`src/rtl/mem_access_unit.sv`:
```
// Memory stage access unit: turns EX/M load/store requests into a single
// outstanding memory handshake and presents the results to the M/WB register.
module mem_access_unit #(
    parameter int unsigned TIMEOUT = 255
) (
    input  logic        clk,
    input  logic        reset,
    input  logic        in_valid,
    input  logic        is_load,
    input  logic        is_store,
    input  logic        is_byte,
    input  logic        reg_write,
    input  logic [31:0] addr,
    input  logic [31:0] alu_result,
    input  logic [31:0] store_data,
    input  logic [4:0]  rgD_index_in,
    output logic        stall,
    output logic        mem_req,
    output logic        mem_we,
    output logic [31:0] mem_addr,
    output logic [3:0]  mem_be,
    output logic [31:0] mem_wdata,
    input  logic        mem_ack,
    input  logic [31:0] mem_rdata,
    output logic        wb_valid,
    output logic        wb_reg_write,
    output logic        wb_sel_mem,
    output logic [31:0] mem_data_out,
    output logic [31:0] data_out,
    output logic [4:0]  rgD_index_out,
    output logic        fault,
    output logic [31:0] fault_addr
);

    typedef enum logic {IDLE, BUSY} state_t;

    state_t state, state_next;

    logic [7:0]  wait_cnt;
    logic        timeout_hit;

    logic        accept, misalign, alu_pass, ack_done, timed_out;

    logic [31:0] c_addr;
    logic [31:0] c_alu;
    logic        c_load;
    logic        c_byte;
    logic        c_reg_write;
    logic [4:0]  c_rd;

    logic [3:0]  be_next;
    logic [31:0] wdata_next;
    logic [7:0]  rd_byte;

    // The access is abandoned in the TIMEOUT-th BUSY cycle without an ack.
    assign timeout_hit = (wait_cnt == 8'(TIMEOUT - 1));

    always_ff @(posedge clk or negedge reset) begin
        if (!reset) state <= IDLE;
        else        state <= state_next;
    end

    // NOTE: every signal gets a default before the case so no latch can be inferred.
    always_comb begin
        state_next = state;
        stall      = 1'b0;
        accept     = 1'b0;
        misalign   = 1'b0;
        alu_pass   = 1'b0;
        ack_done   = 1'b0;
        timed_out  = 1'b0;
        case (state)
            IDLE: begin
                if (in_valid) begin
                    if (is_load || is_store) begin
                        if (is_byte || (addr[1:0] == 2'b00)) begin
                            accept     = 1'b1;
                            stall      = 1'b1;
                            state_next = BUSY;
                        end else begin
                            misalign = 1'b1;
                        end
                    end else begin
                        alu_pass = 1'b1;
                    end
                end
            end
            BUSY: begin
                if (mem_ack) begin
                    ack_done   = 1'b1;
                    state_next = IDLE;
                end else if (timeout_hit) begin
                    timed_out  = 1'b1;
                    state_next = IDLE;
                end else begin
                    stall = 1'b1;
                end
            end
            default: state_next = IDLE;
        endcase
    end

    // Byte stores put the byte on every lane and enable only the addressed one.
    always_comb begin
        be_next    = 4'hF;
        wdata_next = 32'h0;
        if (is_store) begin
            if (is_byte) begin
                be_next    = 4'b0001 << addr[1:0];
                wdata_next = {4{store_data[7:0]}};
            end else begin
                wdata_next = store_data;
            end
        end
    end

    assign rd_byte = mem_rdata[{c_addr[1:0], 3'b000} +: 8];

    // NOTE: sequential state uses non-blocking assignments so every register
    // samples pre-edge values regardless of statement order.
    always_ff @(posedge clk or negedge reset) begin
        if (!reset) begin
            wait_cnt      <= '0;
            c_addr        <= '0;
            c_alu         <= '0;
            c_load        <= 1'b0;
            c_byte        <= 1'b0;
            c_reg_write   <= 1'b0;
            c_rd          <= '0;
            mem_req       <= 1'b0;
            mem_we        <= 1'b0;
            mem_addr      <= '0;
            mem_be        <= '0;
            mem_wdata     <= '0;
            wb_valid      <= 1'b0;
            wb_reg_write  <= 1'b0;
            wb_sel_mem    <= 1'b0;
            mem_data_out  <= '0;
            data_out      <= '0;
            rgD_index_out <= '0;
            fault         <= 1'b0;
            fault_addr    <= '0;
        end else begin
            wb_valid <= alu_pass | misalign | ack_done | timed_out;
            fault    <= misalign | timed_out;

            if (accept) begin
                wait_cnt    <= '0;
                c_addr      <= addr;
                c_alu       <= alu_result;
                c_load      <= is_load;
                c_byte      <= is_byte;
                c_reg_write <= reg_write;
                c_rd        <= rgD_index_in;
                mem_req     <= 1'b1;
                mem_we      <= is_store;
                mem_addr    <= {addr[31:2], 2'b00};
                mem_be      <= be_next;
                mem_wdata   <= wdata_next;
            end

            if (state == BUSY && !mem_ack && !timeout_hit)
                wait_cnt <= wait_cnt + 8'd1;

            if (ack_done || timed_out) begin
                wait_cnt <= '0;
                mem_req  <= 1'b0;
                mem_we   <= 1'b0;
            end

            if (alu_pass || misalign) begin
                wb_reg_write  <= alu_pass & reg_write;
                wb_sel_mem    <= 1'b0;
                data_out      <= alu_result;
                rgD_index_out <= rgD_index_in;
            end

            if (misalign) fault_addr <= addr;

            if (ack_done) begin
                wb_reg_write  <= c_reg_write & c_load;
                wb_sel_mem    <= c_load;
                data_out      <= c_alu;
                rgD_index_out <= c_rd;
                if (c_load)
                    mem_data_out <= c_byte ? {24'h0, rd_byte} : mem_rdata;
            end

            if (timed_out) begin
                wb_reg_write  <= 1'b0;
                wb_sel_mem    <= 1'b0;
                data_out      <= c_alu;
                rgD_index_out <= c_rd;
                fault_addr    <= c_addr;
            end
        end
    end

endmodule

```
`config.mk`:
```
export PLATFORM = sky130hd
export DESIGN_NAME = mem_access_unit
export DESIGN_NICKNAME = d
export VERILOG_FILES = /design/src/rtl/mem_access_unit.sv
export SDC_FILE = /design/constraint.sdc
export NUM_CORES = 1
export LEC_CHECK = 0
export ABC_AREA = 0
export CAP_MARGIN = 5
export CORE_MARGIN = 3
export CORE_UTILIZATION = 47
export CTS_CLUSTER_DIAMETER = 30
export DETAILED_ROUTE_END_ITERATION = 8
export MAX_ROUTING_LAYER = met4
export PLACE_DENSITY_LB_ADDON = 0.15
export SLEW_MARGIN = 20
export SYNTH_ARGS = -nofsm -noshare
export SYNTH_HDL_FRONTEND = slang
export SYNTH_SLANG_ARGS = --single-unit
```
`constraint.sdc`:
```
create_clock -name clk -period 2.2 [get_ports clk]
set_input_delay 0.22 -clock clk [delete_from_list [all_inputs] [get_ports clk]]
set_output_delay 0.22 -clock clk [all_outputs]
set_load 0.05 [all_outputs]
```
==> results.py <==
metrics = {
    "route": {
        "wl_per_cell_microns": 16.84,
        "postRouteAntennaNets": 0,
        "wl_microns": 28320,
        "remaining_drc_errors": 0,
        "viasPerCell": 5.133,
        "num_vias": 8628,
        "drt_iter0_markers": 437,
        "drtPass1Iterations": 5,
    },
    "layout": {
        "final_common_cell": "nand2_1",
        "post-route-util_pct": 71.14,
        "fillers": 1585,
        "layout.nets": 1513,
        "final_cell_mix": "nand2_1, clkdlybuf4s50_1, dfrtp_1",
        "diodes": 0,
        "drive_above_1_share_pct": 10.95,
        "finalInstanceArea_sq_um": 15050,
        "area_growth_pct": 47.69,
    },
    "worst_setup_path": {
        "cp.required_ps": 1980,
        "crit_chain": "inv_1 -> ha_1 -> nand3_2 -> o21bai_4 -> nand2_1 -> buf_12",
        "worstSetupEndpointType": "output pin",
        "crit_path_max_incr_delay_ps": 420,
        "path_max_fanout": 6,
        "crit_path_start_kind": "flip-flop",
        "worstPathArrival_ps": 1870,
        "path_buf_inv": 2,
        "path_delay_family": "flip-flops",
        "slowest_stage": "dfrtp_1",
        "criticalPathCategory": "flip-flop to output pin",
    },
    "timing": {
        "tns_ps": 0,
        "slew_headroom_pct": 60.23,
        "setup_violations": 0,
        "tightest_slew_ps": 596.6,
        "fmax_ghz": 0.4781,
        "min_period_ps": 2092,
        "rsz0062_at_grt": "false",
        "hold_viol": 0,
        "finalMaxSlewViolations": 0,
        "fin_skew_ps": 20.09,
        "finalCritPeriodShare_pct": 95.08,
    },
    "grt": {
        "grt_overflow": 0,
        "grt_pass1_wl_microns": 45420,
        "antenna_found_initial": 0,
        "met1_usage_pct": 31.54,
        "grt_max_degree": 84,
        "grt_pass1_vias": 8579,
        "grt_usage_pct": 24.07,
        "grt-busiest-layer": "met2",
        "gr-usage-met3_pct": 5.719,
        "grt_util_met2_pct": 37.10,
    },
    "synthesis": {
        "ys.flop_type": "dfrtp_1",
        "yosys_warnings": 0,
        "synthArstFlopShare_pct": 100.0,
        "synth_area_sq_um": 10190,
        "synth_edf_count": 0,
        "ys_seq_area_share_pct": 55.01,
        "syn_area_per_cell_sq_um": 9.461,
        "ys_types": 51,
        "syn_inst": 1077,
        "synth_seq_cells": 224,
    },
    "job": {
        "max_cap_violations": 0,
    },
    "floorplanning": {
        "num_rows": 53,
        "die_y_microns": 153.2,
        "dieArea_sq_um": 23480,
        "die_x_microns": 153.2,
        "fp.coreArea_sq_um": 21150,
        "io_pins": 317,
        "initial_utilization_pct": 48.17,
    },
    "clock_network": {
        "clockBufferDepth": 3,
        "cts_buffers": 46,
        "cts_tree": "done",
        "clk_pin_slew_worst_paths_ps": 50,
        "cts-root-buf": "clkbuf_16",
        "cts_sinks": 224,
        "htree_levels": 2,
        "clock_latency_ps": 530,
    },
    "placement": {
        "gp_congestion": 0.8339,
        "portBuffers": 314,
        "dp_hpwl_microns": 18950,
        "detailed_place.area_sq_um": 13420,
    },
    "pwr": {
        "power_density_nw_per_um2": 1347,
        "ir_worst_vdd_uv": 699.5,
        "p_leak_nw": 6.943,
    },
    "min_path": {
        "min_path_type": "input port to flip-flop",
    },
    "status": {
        "outcome": "complete, no violations",
    },
}
==> Yosys cell counts, types with 4 or more instances <==
cell | number | share of area, %
and2_1 | 9 | 0.55
mux2i_1 | 45 | 4.4
nor2b_1 | 32 | 2.0
nand3_1 | 7 | 0.34
clkbuf_1 | 19 | 0.70
nor2_1 | 8 | 0.29
o21ai_0 | 34 | 1.7
buf_2 | 30 | 1.5
inv_1 | 40 | 1.5
dfrtp_1 | 224 | 55
buf_4 | 38 | 2.8
a21oi_1 | 7 | 0.34
a221o_1 | 7 | 0.69
o21ai_1 | 103 | 5.1
buf_1 | 4 | 0.15
o21ai_2 | 31 | 2.7
o22ai_1 | 4 | 0.25
a22oi_1 | 33 | 2.4
nand2_1 | 349 | 13
==> per-layer routing <==
layer | vias up | wire [microns]
li1 | 4120 | -
met1 | 4148 | 11950
met2 | 303 | 13550
met3 | 57 | 2046
met4 | 0 | 769
met5 | - | 0
==> stage by stage <==
step | setup slack, ps | cells | hold WS (ps) | total power [W]
after detailed placement | 245.1 | 1595 | 239.9 | 0.01335
after CTS | 14.75 | 1681 | 233.7 | 0.02044
after floorplan | 393.1 | 1078 | -75.59 | 0.01075
after global routing | 3.738 | 1681 | 257.5 | 0.02110
after global placement | 282.3 | 1595 | 242.0 | 0.01323
final | 108.3 | 1681 | 254.4 | 0.02027
==> layout make-up <==
type	instances	area, sq um	share of cell area, %
Clock buffer	60	1285	8.538
Clock inverter	24	310.3	2.062
Inverter	42	157.7	1.048
Multi-Input combinational cell	713	3842	25.53
Sequential cell	224	5607	37.25
Tap cell	275	344.1	2.286
Timing Repair Buffer	343	3503	23.28
==> what timing repair did <==
action                                  in CTS  in global routing
endpoints found under the hold margin       65                  0
pin swaps                                    1                  0
resized for setup                            1                  2
endpoints found under the setup margin       1                  1
hold buffers                                 1                  0
buffers inserted                             1                  0
==> sequential cells by signal (all words and copies together) (netlist names) <==
name / flops
wb_valid: 1
mem_we: 1
fault_addr: 32
state: 1
mem_req: 1
wait_cnt: 8
c_reg_write: 1
c_addr: 32
mem_data_out: 32
c_rd: 5
c_load: 1
wb_sel_mem: 1
mem_wdata: 32
fault: 1
rgD_index_out: 5
mem_be: 4
data_out: 32
wb_reg_write: 1
c_alu: 32
c_byte: 1
==> worst min-delay path: stages <==
cell	delay, ps
clkdlybuf4s50_1	420
nand2_1	60
nand2_1	40
==> report_power, final <==
part / switching (W) / internal (W) / total [W]
Combinational: 0.00488 / 0.00249 / 0.00737
Sequential: 0.000707 / 0.00522 / 0.00593
Clock: 0.00217 / 0.00480 / 0.00697
Total: 0.00776 / 0.0125 / 0.0203
==> cell families after synthesis <==
group / after synthesis / share of synthesized area, %
buffers and inverters: 141 / 7.834
AO/OA/AOI/OAI: 237 / 14.61
other: 1 / 0.03680
multiplexers: 45 / 4.420
XOR/XNOR: 2 / 0.1719
AND/OR/NAND/NOR: 425 / 17.67
flip-flops: 224 / 55.01
adder cells (fa/ha/maj): 2 / 0.2455
==> path summary, 6_finish.rpt <==
path / end / slack, ps / cells past startpoint / start
min reg2reg: c_alu[24]$_DFFE_PN0P_ / 470 / 2 / c_alu[24]$_DFFE_PN0P_
min: c_alu[0]$_DFFE_PN0P_ / 250 / 3 / alu_result[0]
min in group asynchronous: mem_data_out[3]$_DFFE_PN0P_ / 270 / 2 / reset
max reg2reg: fault_addr[11]$_DFFE_PN0P_ / 480 / 7 / wait_cnt[0]$_DFFE_PN0P_
max: stall / 110 / 6 / wait_cnt[0]$_DFFE_PN0P_
max in group asynchronous: fault_addr[20]$_DFFE_PN0P_ / 1200 / 3 / reset
Power figures use the tool's default switching activity.
==> patch 1, RTL diff (same settings) <==
Register the output `fault_addr` once more, without a reset; this adds one clock of latency there. The other outputs are not delayed to match.
--- a/src/rtl/mem_access_unit.sv
+++ b/src/rtl/mem_access_unit.sv
@@ -34,6 +34,8 @@
 
     typedef enum logic {IDLE, BUSY} state_t;
 
+    logic [31:0] fault_addr_s0;
+
     state_t state, state_next;
 
     logic [7:0]  wait_cnt;
@@ -139,7 +141,7 @@
             data_out      <= '0;
             rgD_index_out <= '0;
             fault         <= 1'b0;
-            fault_addr    <= '0;
+            fault_addr_s0 <= '0;
         end else begin
             wb_valid <= alu_pass | misalign | ack_done | timed_out;
             fault    <= misalign | timed_out;
@@ -175,7 +177,7 @@
                 rgD_index_out <= rgD_index_in;
             end
 
-            if (misalign) fault_addr <= addr;
+            if (misalign) fault_addr_s0 <= addr;
 
             if (ack_done) begin
                 wb_reg_write  <= c_reg_write & c_load;
@@ -191,10 +193,14 @@
                 wb_sel_mem    <= 1'b0;
                 data_out      <= c_alu;
                 rgD_index_out <= c_rd;
-                fault_addr    <= c_addr;
+                fault_addr_s0 <= c_addr;
             end
         end
     end
 
+    always_ff @(posedge clk) begin
+        fault_addr <= fault_addr_s0;
+    end
+
 endmodule
 
Check against the original RTL: not equivalent (Yosys sat finds a counterexample within 4 cycles, from zero or initial values and one cycle with reset low).
==> patch 1 against the unedited design <==
Worst setup slack got worse by 0.015 ns. Power is 8.6% higher. Area after synthesis is 7.7% higher. Largest power group unchanged. Clock skew shrank 0.0057 ns. Design area is 7.0% higher. Routed wire length is 4.0% higher. Non-clock buffer count increased by 1. Sequential cell count increased by 32.
==> patch 1: results (changes against the unedited design) <==
status: "finished, final reports clean"  # unchanged
max-slew-margin-rel: 0.608  # was 0.602
met1_usage: 0.312  # was 0.315
syn_inst: 1061  # was 1,077
place_ws_ns: 0.0486  # was 0.245 ns
grt_use_met2: 0.368  # was 0.371
post_dp_cell_area_um2: 14400  # was 13,400 um^2
tns_ns: 0  # unchanged
cts-resized-gates: 0  # was 1
nNetsFinal: 1507  # was 1,513
postSynth.asyncResetShare: 0.875  # was 1.00
postCtsSetupRepairBufs: 0  # was 1
yosys.cell_types.count: 49  # was 51
wl_um: 29500  # was 28,300 um
hold_class: "in -> async"  # was in -> reg
gr-usage-met3: 0.0631  # was 0.0572
placed_cells: 1623  # was 1,595
track_usage: 0.239  # was 0.241
grt_start_max_net_pins: 67  # was 84
post-dp-hpwl_um: 19400  # was 18,900 um
via_per_inst: 5.02  # was 5.13
met3_length_um: 2260  # was 2050 um
drive_above_1_share: 0.145  # was 0.110
ir_drop_mv: 0.677  # was 0.699 mV
seq_area_frac_synth: 0.569  # was 0.550
cellLeakagePower_nw: 7.38  # was 6.94 nW
synthTopCellsByCount: "nand2_1 (315), dfrtp_1 (224), o21ai_0 (109), mux2_4 (60), inv_1 (35)"  # was nand2_1 (349), dfrtp_1 (224), o21ai_1 (103), mux2i_1 (45), inv_1 (40)
crit_fanout: 7  # was 6
grt_pass1_vias: 9132  # was 8,579
first_pass_iters: 5  # unchanged
synth_area_leaders: "dfrtp_1 (51%), nand2_1 (11%), mux2_4 (8.2%)"  # was dfrtp_1 (55%), nand2_1 (13%), o21ai_1 (5.1%)
gp_congestion: 0.812  # was 0.834
cts_buffers: 50  # was 46
fin_worst_skew_ns: 0.0144  # was 0.0201 ns
arrival_ns: 1.89  # was 1.87 ns
wl_met2_um: 13900  # was 13,500 um
dr_total_vias: 8616  # was 8,628
drt_iter0_drc: 491  # was 437
wl_met1_um: 12500  # was 12,000 um
-- patch 1: where the power goes --
| group | leakage, nW | internal (W) | switching, W |
|---|---|---|---|
| combinational | 3.49 | 0.00290 | 0.00496 |
| sequential | 3.08 | 0.00599 | 0.000755 |
| clock | 0.805 | 0.00496 | 0.00245 |
| total | 7.38 | 0.0139 | 0.00816 |
-- patch 1: path summary, 6_finish.rpt --
path | from | endpoint | slack, ns
worst max-delay path | wait_cnt[0]$_DFFE_PN0P_ | stall | 0.09
worst min-delay path | reset | mem_data_out[5]$_DFFE_PN0P_ | 0.24
worst max register to register | wait_cnt[0]$_DFFE_PN0P_ | rgD_index_out[2]$_DFFE_PN0P_ | 0.31
worst min register to register | fault_addr_s0[24]$_DFFE_PN0P_ | fault_addr[24]$_DFF_P_ | 0.36
max in group asynchronous | reset | c_addr[17]$_DFFE_PN0P_ | 1.26
min in group clk | alu_result[29] | c_alu[29]$_DFFE_PN0P_ | 0.25
-- patch 1: layout make-up --
| type | instances | area [um^2] |
|---|---|---|
| clock buffer | 67 | 1410 |
| clock inverter | 25 | 273 |
| fill | 1713 | 6670 |
| inverter | 37 | 139 |
| multi-input combinational | 675 | 4090 |
| sequential | 256 | 6250 |
| tap | 313 | 392 |
| timing repair buffer | 344 | 3560 |
-- patch 1: worst max-delay path: stages (launching register included) --
cell and delay, ns:
dfrtp_2 0.44, inv_1 0.08, ha_1 0.19, nand3_2 0.12
o21bai_1 0.20, nand2_1 0.15, buf_12 0.18
-- patch 1: logic make-up after synthesis --
kind of cell    Yosys count  synth area share
compound gates          188             0.105
xor+xnor                  2           0.00160
fa+ha+maj                 2           0.00228
buf+inv                 131            0.0636
flops                   256             0.569
mux                      83             0.105
other cells               1          0.000342
simple gates            398             0.153
==> patch 2, RTL diff (same flow settings) <==
Without the edit above. The parameter `TIMEOUT` goes from 255 to 191.
--- a/src/rtl/mem_access_unit.sv
+++ b/src/rtl/mem_access_unit.sv
@@ -1,7 +1,7 @@
 // Memory stage access unit: turns EX/M load/store requests into a single
 // outstanding memory handshake and presents the results to the M/WB register.
 module mem_access_unit #(
-    parameter int unsigned TIMEOUT = 255
+    parameter int unsigned TIMEOUT = 191
 ) (
     input  logic        clk,
     input  logic        reset,
Check against the original RTL: no difference found for any inputs over 4 cycles, from zero or initial values and one cycle with reset low; that may be too few to reach the edited logic, so the function may still have changed.
==> patch 2 against the unedited design <==
Synthesized cell count down 3.3%. Area after synthesis down 1.1%. Clock skew about the same. Sequential cell count unchanged. Power up 1.2%. Cell count down 2.2%. Sequential share of layout area up 0.050 points. Largest cell class unchanged. Worst setup slack better by 0.015 ns. Via count down 0.73%. Routed wire length about the same. Worst hold slack worse by 0.0045 ns. Design area down 0.16%.
==> patch 2: results (changes against the unedited design) <==
grt_pass1_vias: 8683  # was 8,579
grt_pass1_wl_um: 45700  # was 45,400 um
cellLeakagePower_nw: 7.14  # was 6.94 nW
ir_drop_mv: 0.899  # was 0.699 mV
wl_per_cell_um: 17.2  # was 16.8 um
synth_mux_area_frac: 0.0447  # was 0.0442
grt_use_met2: 0.400  # was 0.371
via_per_inst: 5.21  # was 5.13
grt_start_max_net_pins: 115  # was 84
wl_met2_um: 14000  # was 13,500 um
yosys.cell_types.count: 47  # was 51
synth_area_leaders: "dfrtp_1 (56%), nand2_1 (13%), o21ai_0 (5.5%)"  # was dfrtp_1 (55%), nand2_1 (13%), o21ai_1 (5.1%)
wl_met1_um: 11700  # was 12,000 um
antenna_found_initial: 1  # was 0
synth_top_area_share: 0.556  # was 0.550
drive_above_1_share: 0.0954  # was 0.110
post-dp-hpwl_um: 18700  # was 18,900 um
ff2ff_setup_slack_ns: 0.34  # was 0.48 ns
gp_congestion: 0.862  # was 0.834
syn_inst: 1041  # was 1,077
track_usage: 0.245  # was 0.241
synthXorXnorAreaFrac: 0.00174  # was 0.00172
gr-usage-met3: 0.0622  # was 0.0572
synth_compound_area_frac: 0.152  # was 0.146
io_buffer_count: 314  # unchanged
place_ws_ns: 0.149  # was 0.245 ns
postCtsSetupRepairBufs: 0  # was 1
seq_area_frac_synth: 0.556  # was 0.550
cp_slowest_stage_delay_ns: 0.42  # about the same
multiInputGateArea_um2: 3860  # was 3840 um^2
synthAdderAreaFrac: 0.00248  # was 0.00246
holdWs_ns: 0.250  # was 0.254 ns
tightest_slew_ns: 0.567  # was 0.597 ns
r2r_end: "data_out[30]$_DFFE_PN0P_"  # was fault_addr[11]$_DFFE_PN0P_
wl_um: 28300  # about the same
fin_crit_ns: 2.08  # was 2.09 ns
nNetsFinal: 1480  # was 1,513
synthTopCellsByCount: "nand2_1 (350), dfrtp_1 (224), o21ai_0 (111), mux2i_1 (45), buf_4 (40)"  # was nand2_1 (349), dfrtp_1 (224), o21ai_1 (103), mux2i_1 (45), inv_1 (40)
met3_length_um: 1840  # was 2050 um
drt_iter0_drc: 555  # was 437
placed_cells: 1558  # was 1,595
post_dp_cell_area_um2: 13300  # was 13,400 um^2
clock_path_buffers: 3  # unchanged
fin_worst_skew_ns: 0.0204  # was 0.0201 ns
reg2reg_depth: 6  # was 7
first_pass_iters: 4  # was 5
hold_class: "in -> async"  # was in -> reg
status: "finished, final reports clean"  # unchanged
met1_usage: 0.304  # was 0.315
## patch 2: changes by cell type after synthesis, moves of 5 or more
| cell | unedited run | this run |
|---|---|---|
| a22oi_1 | 33 | 1 |
| clkbuf_1 | 19 | 27 |
| buf_6 | 3 | 8 |
| buf_2 | 30 | 21 |
| o21ai_2 | 31 | 1 |
| a21o_1 | 3 | 34 |
| a22o_1 | 2 | 37 |
| o21ai_1 | 103 | 23 |
| inv_1 | 40 | 9 |
| o21ai_0 | 34 | 111 |
## patch 2: power by group
group / switching [W] / total (W) / internal [W]
Combinational: 0.00473 / 0.00715 / 0.00242
Sequential: 0.000695 / 0.00590 / 0.00521
Clock: 0.00230 / 0.00746 / 0.00516
Total: 0.00773 / 0.0205 / 0.0128
## patch 2: cell type report
type / count / share of cell area
inverters: 11 / 0.00275
multi-input cells: 710 / 0.257
clock buffers: 51 / 0.0806
diodes: 1 / 0.000167
clock inverters: 33 / 0.0310
flip-flops and latches: 224 / 0.373
repair buffers: 344 / 0.233
well taps: 270 / 0.0225
